$ cat config.mk
export PLATFORM = sky130hd
export DESIGN_NAME = segment_ram_arbiter
export DESIGN_NICKNAME = d
export VERILOG_FILES = /design/src/rtl/segment_ram_arbiter.sv
export SDC_FILE = /design/constraint.sdc
export NUM_CORES = 1
export LEC_CHECK = 0
export ABC_AREA = 1
export CAP_MARGIN = 20
export CORE_MARGIN = 10
export CORE_UTILIZATION = 31
export CTS_BUF_LIST = sky130_fd_sc_hd__clkbuf_4
export DETAILED_ROUTE_END_ITERATION = 10
export GPL_ROUTABILITY_DRIVEN = 0
export MAX_ROUTING_LAYER = met4
export PLACE_DENSITY = 0.53
export SYNTH_ARGS = -nofsm -noshare
export SYNTH_HDL_FRONTEND = slang
export SYNTH_SLANG_ARGS = --single-unit
$ cat constraint.sdc
create_clock -name clk -period 60.6 [get_ports clk]
set_input_delay 12.12 -clock clk [delete_from_list [all_inputs] [get_ports clk]]
set_output_delay 12.12 -clock clk [all_outputs]
set_load 0.01 [all_outputs]
$ cat src/rtl/segment_ram_arbiter.sv
// Segment status RAM (1 bit per segment) shared between fixed-latency video
// lookups, a clear sequencer and req/ack CPU writes; one RAM access per cycle.
module segment_ram_arbiter #(
  parameter int SEGMENT_COUNT = 1024,
  parameter int ID_WIDTH      = 10
) (
  input  logic                clk,
  input  logic                reset,
  input  logic                vid_req,
  input  logic [ID_WIDTH-1:0] vid_id,
  output logic                vid_valid,
  output logic                vid_value,
  input  logic                cpu_req,
  input  logic [ID_WIDTH-1:0] cpu_id,
  input  logic                cpu_value,
  output logic                cpu_ack,
  input  logic                clear_start,
  output logic                clear_busy
);

  localparam logic [ID_WIDTH:0]   SEG_CNT   = (ID_WIDTH+1)'(SEGMENT_COUNT);
  localparam logic [ID_WIDTH-1:0] LAST_ADDR = ID_WIDTH'(SEGMENT_COUNT - 1);

  typedef enum logic {
    ST_IDLE,
    ST_CLEAR
  } state_e;

  state_e              state_q, state_d;
  logic [ID_WIDTH-1:0] clear_addr_q, clear_addr_d;
  logic                cpu_ack_q, cpu_ack_d;
  logic                vid_valid_q;
  logic                vid_value_q;

  logic                mem_q [SEGMENT_COUNT];

  logic                ram_we;
  logic [ID_WIDTH-1:0] ram_addr;
  logic                ram_wdata;
  logic                vid_in_range;
  logic                cpu_in_range;

  assign vid_in_range = ({1'b0, vid_id} < SEG_CNT);
  assign cpu_in_range = ({1'b0, cpu_id} < SEG_CNT);

  // Video owns the RAM port whenever it asks; clear and CPU only write in
  // cycles without vid_req. The ack cycle blocks a re-grant of a held request.
  always_comb begin
    state_d      = state_q;
    clear_addr_d = clear_addr_q;
    cpu_ack_d    = 1'b0;
    ram_we       = 1'b0;
    ram_addr     = clear_addr_q;
    ram_wdata    = 1'b0;
    unique case (state_q)
      ST_IDLE: begin
        if (clear_start) begin
          state_d      = ST_CLEAR;
          clear_addr_d = '0;
        end
        if (cpu_req && !vid_req && !cpu_ack_q) begin
          cpu_ack_d = 1'b1;
          if (cpu_in_range) begin
            ram_we    = 1'b1;
            ram_addr  = cpu_id;
            ram_wdata = cpu_value;
          end
        end
      end
      ST_CLEAR: begin
        if (clear_start) begin
          clear_addr_d = '0;
        end else if (!vid_req) begin
          ram_we = 1'b1;
          if (clear_addr_q == LAST_ADDR) begin
            state_d = ST_IDLE;
          end else begin
            clear_addr_d = clear_addr_q + 1'b1;
          end
        end
      end
      default: state_d = ST_CLEAR;
    endcase
  end

  always_ff @(posedge clk) begin
    if (reset) begin
      state_q      <= ST_CLEAR;
      clear_addr_q <= '0;
      cpu_ack_q    <= 1'b0;
      vid_valid_q  <= 1'b0;
      vid_value_q  <= 1'b0;
    end else begin
      state_q      <= state_d;
      clear_addr_q <= clear_addr_d;
      cpu_ack_q    <= cpu_ack_d;
      vid_valid_q  <= vid_req;
      if (vid_req) begin
        vid_value_q <= vid_in_range ? mem_q[vid_id] : 1'b0;
      end
    end
  end

  // A grant in the reset cycle is dropped without touching the RAM.
  always_ff @(posedge clk) begin
    if (ram_we && !reset) begin
      mem_q[ram_addr] <= ram_wdata;
    end
  end

  assign vid_valid  = vid_valid_q;
  assign vid_value  = vid_value_q;
  assign cpu_ack    = cpu_ack_q;
  assign clear_busy = (state_q == ST_CLEAR);

endmodule

==> results.toml, run 1 <==
[floorplanning]
die_y_um = 408.9
die_w_um = 408.9
die-area_um2 = 167200
core.rowCount = 142
io_pins = 30
core_region_area_um2 = 150100
start_util_pct = 31.23

[synth]
synth.area.top_cells = "edfxtp_1, nand3_1, nand2_1"
async_reset_ff_share_pct = 0
syn_nets = 4823
synthCells = 4796
syn-cell-area_um2 = 46890
ys_seq_area_share_pct = 66.17
yosysTopAreaCell = "edfxtp_1"
synth.avg_cell_area_um2 = 9.777
ys.flop_type = "edfxtp_1"
yosysUniqueCellTypes = 29
synth-edff-count = 1024
synth_top_area_share_pct = 65.57
synth_common_cells = "nand2_1, nor2_1, nand3_1, edfxtp_1, clkbuf_1"
ys_seq_elements = 1038
yosysWarnings = 0
yosysMostFrequentCell = "nand2_1"

[detailed_routing]
via_per_inst = 5.140
drtIter0Drc = 3894
routed_wl_mm = 153.9
wl_per_cell_um = 21.92
vias = 36080
ant_nets = 0
remaining_drc_errors = 0
firstDrtPassIters = 5

[timing]
holdWs_ps = 484.7
grt_setup_unrepaired = "no"
setup_ws_ps = 44350
slew_headroom_pct = 8.188
finalMaxSlewViolations = 0
hold_violations = 0
finalCriticalPeriod_ps = 16250
finalCritPeriodShare_pct = 26.81
clock_skew_ps = 82.97
fmax_mhz = 61.55
setup-tns-final_ps = 0
finalSetupViolations = 0
worstMarginPinSlew_ps = 1377

[clock_tree]
cts_setup_buffers = 0
clkTransAtPathRegs_ps = 60
clockRootBuffer = "clkbuf_4"
hold_buffers = 0
cts_sinks = 1038
cts-resized-gates = 0
cts_max_level = 5
cts_max_path_buffers = 4
cts_tree = "done"
clock_latency_ps = 1200
cts_made_buffers = 300

[final_layout]
drive_gt1_share_pct = 12.92
fill_cells = 15320
final_core_utilization_pct = 35.26
fin_nets = 4833
final_cell_area_um2 = 52940
areaGrowthSynthToFinish_pct = 12.89
final_cells = 7019

[pwr]
power_mw = 1.483
p_leak_nw = 18.91
power_density_nw_per_um2 = 28.02
ir_drop_mv = 0.01585

[place]
dp_slack_ps = 43240
placed_area_um2 = 48610
place_inst = 6494
hpwl_mm = 68.48
port_buffers = 29

[global_routing]
grt_max_degree = 286
grt_first_pass_wirelength_mm = 225.6
gr-total-overflow = 0
grt_pass1_vias = 34680
grt_util_all_layers_pct = 18.29
grt_antenna_before_repair = 1

[worst_setup_path]
critPathRequiredTime_ps = 61720
start_kind = "input port"
arrival_ps = 17370
cp_max_fo = 135
cp-end-kind = "flop"
crit_type = "input port to flop"

[min_path]
hold_path.class = "flop to flop"

[job]
maxCapViolCount = 0

[outcome]
status = "complete, no violations"
## worst max-delay path: stages
cell and delay, ps:
buf_8 300, inv_8 730, buf_4 880, buf_4 890, buf_4 770, nand2_1 110, nand3_1 100, nand3_1 80
nand3_1 130, nand3_1 180, nand3_1 160, nand3_1 70, nand3_1 80, nand2_1 60, nand2_1 60, nand3_1 70
nand3_1 90, nand2_1 60, inv_1 60
## final timing paths
path | start | endpoint | slack [ps] | cells after the start
worst max-delay path | vid_id[0] | vid_value | 44350 | 19
worst max register to register | clear_busy | mem_q[980] | 56270 | 8
worst min register to register | clear_addr_q[8] | clear_addr_q[9] | 480 | 2
worst min-delay path | clear_addr_q[8] | clear_addr_q[9] | 480 | 2
## state kept, by name (all words and copies together), names as in the netlist
register / cells
clear_addr_q: 10
vid_value: 1
cpu_ack: 1
vid_valid: 1
mem_q: 1024
clear_busy: 1
## placed cells by master (no fill, tap or decap), drive strengths merged, types with 2 or more instances in the layout
cell type      count
nor3              16
diode              2
a211oi             2
o21ai             14
a21oi              9
clkinv            33
or2                4
dfxtp             14
nand3           1038
bufinv             2
edfxtp          1024
nor4               4
inv               81
clkbuf           457
nor2            1073
nand2           1103
buf               99
clkdlybuf4s50     24
## metal layers
metal / track usage, % / vias to the layer above / wire length (um)
met5: - / - / 0
met4: 6.270 / 0 / 4536
met3: 2.921 / 275 / 12140
met2: 28.79 / 1526 / 72260
met1: 23.94 / 17900 / 64910
li1: - / 16380 / -
## where the power goes
| group | internal (mW) | switching [mW] |
|---|---|---|
| sequential | 0.776 | 0.000171 |
| combinational | 0.0156 | 0.0486 |
| clock | 0.348 | 0.295 |
| total | 1.14 | 0.343 |
## area by class of cell
| type | count | area, um^2 | share of cell area (%) |
|---|---|---|---|
| Inverter | 76 | 311.5 | 0.5885 |
| Sequential cell | 1038 | 31030 | 58.62 |
| Multi-Input combinational cell | 3267 | 13880 | 26.22 |
| Tap cell | 2016 | 2522 | 4.765 |
| Clock inverter | 40 | 209.0 | 0.3947 |
| Antenna cell | 2 | 5.005 | 0.009454 |
| Clock buffer | 457 | 3431 | 6.481 |
| Timing Repair Buffer | 123 | 1548 | 2.924 |
## cells by family after synthesis
logic type	Yosys count	share of synthesized area (%)
flip-flops	1038	66.17
buffers and inverters	491	4.501
adder cells (fa/ha/maj)	1	0.02668
AO/OA/AOI/OAI	27	0.3629
AND/OR/NAND/NOR	3239	28.94
Power figures use the tool's default switching activity.
==> run 2: changes to the inputs <==
==> constraint.sdc (replaced) <==
create_clock -name clk -period 16.77 [get_ports clk]
set_input_delay 3.354 -clock clk [delete_from_list [all_inputs] [get_ports clk]]
set_output_delay 3.354 -clock clk [all_outputs]
set_load 0.01 [all_outputs]
==> results.toml, run 2 (synthesis gave the netlist of run 1 again) <==
[outcome]
status = "complete, no violations"

[detailed_routing]
via_per_inst = 5.106
routed_wl_mm = 149.4
remaining_drc_errors = 0
wl_per_cell_um = 21.37
ant_nets = 0
firstDrtPassIters = 6
vias = 35690
drtIter0Drc = 3716

[final_layout]
final_cells = 6990
largest_reg_flops = 1024
reg_top3 = "mem_q: 1024 flops, clear_addr_q: 10 flops"
final_cell_mix = "nand2_1, nor2_1, nand3_1, edfxtp_1, clkbuf_4"
drive_gt1_share_pct = 12.37
largest_register = "mem_q"
areaGrowthSynthToFinish_pct = 12.51
final_common_cell = "nand2_1"
fin_nets = 4829

[pwr]
power_mw = 5.310
ir_drop_mv = 0.06755
p_leak_nw = 17.08
power_density_nw_per_um2 = 100.6

[clock_tree]
cts_sinks = 1038
cts_tree = "done"
cts_max_path_buffers = 4
hold_buffers = 0
cts_made_buffers = 292
cts_max_level = 5
clock_latency_ps = 1200
cts-resized-gates = 0
clockRootBuffer = "clkbuf_4"
clkTransAtPathRegs_ps = 60
cts_setup_buffers = 0

[worst_setup_path]
cp_max_fo = 268
crit_path_cell_trace = "clkdlybuf4s50_1, inv_2, and3_4, inv_4, nor2_4, buf_12, buf_4, buf_4"
crit_type = "input port to flop"
start_kind = "input port"
r2r_slack_ps = 12680
crit_path_max_incr_delay_ps = 930
critPathTopFamily = "buffers and inverters"
cp-end-kind = "flop"
arrival_ps = 7470
rr_endpoint = "mem_q[114]"
r2r-start = "clear_busy"
cpMaxStageDelayCell = "buf_4"
critPathBufInv = 6
rr_worst_depth = 7
critPathRequiredTime_ps = 17570
crit_top_cell = "buf_4"

[timing]
clock_skew_ps = 59.49
hold_violations = 0
slew_headroom_pct = 19.95
worstMarginPinSlew_ps = 1201
finalMaxSlewViolations = 0
grt_setup_unrepaired = "no"
setup-tns-final_ps = 0
finalSetupViolations = 0
finalCriticalPeriod_ps = 6674
finalCritPeriodShare_pct = 39.80
fmax_mhz = 149.8

[global_routing]
grt_antenna_before_repair = 4
grt_pass1_vias = 34290
grt_util_all_layers_pct = 17.76
gr-total-overflow = 0
grt_max_degree = 269
grt_first_pass_wirelength_mm = 220.2

[floorplanning]
die-area_um2 = 167200
core_region_area_um2 = 150100
core.rowCount = 142
io_pins = 30
die_w_um = 408.9
die_y_um = 408.9
start_util_pct = 31.23

[place]
place_inst = 6496
port_buffers = 29
hpwl_mm = 67.23

[min_path]
holdPathStages = 2
hold_path.class = "flop to flop"
hold_path_end = "clear_addr_q[1]"
holdCritStartpoint = "clear_addr_q[1]"

[job]
maxCapViolCount = 0
[run 2: area by class of cell]
type / instances / area, um^2
multi-input combinational: 3267 / 13870
timing repair buffer: 127 / 1615
clock buffer: 422 / 3168
tap: 2016 / 2522
sequential: 1038 / 31030
fill: 15380 / 97370
inverter: 76 / 311.5
clock inverter: 41 / 235.2
antenna: 3 / 7.507
[run 2: how the worst max path moves through the flow]
stage                         start         end  slack (ps)  cells past startpoint
after floorplan             vid_req    mem_q[0]        3110                      5
after global placement    vid_id[0]   vid_value        8970                     18
after detailed placement  vid_id[0]   vid_value        8980                     18
after CTS                 vid_id[0]   vid_value       10240                     18
after global routing        vid_req  mem_q[625]        9990                      8
final                       vid_req  mem_q[114]       10100                      8
[run 2: worst min-delay path: stages, from the launching register on]
cell,delay [ps]
dfxtp_1,320
nand2_1,60
a21oi_1,50
[run 2: metal layers]
metal,track usage [%],vias up,wire (um)
li1,-,16360,-
met1,21.84,17620,60640
met2,29.20,1417,72370
met3,3.177,297,11520
met4,6.437,0,4860
met5,-,-,0
[run 2: report_power, final]
group	total [mW]	switching, mW	leakage, nW	internal, mW
combinational	0.281	0.202	7.65	0.0791
clock	2.22	1.04	2.06	1.18
sequential	2.81	0.000753	7.37	2.80
[run 2: through the flow]
stage,util (%),setup WS (ps),hold WS (ps),area (um^2)
after detailed placement,32.38,8983,472.3,48610
after CTS,34.65,10240,480.7,52010
after global placement,32.36,8966,463.2,48580
after floorplan,-,3110,451.4,46900
after global routing,35.14,9989,508.7,52760
final,35.14,10100,486.2,52760
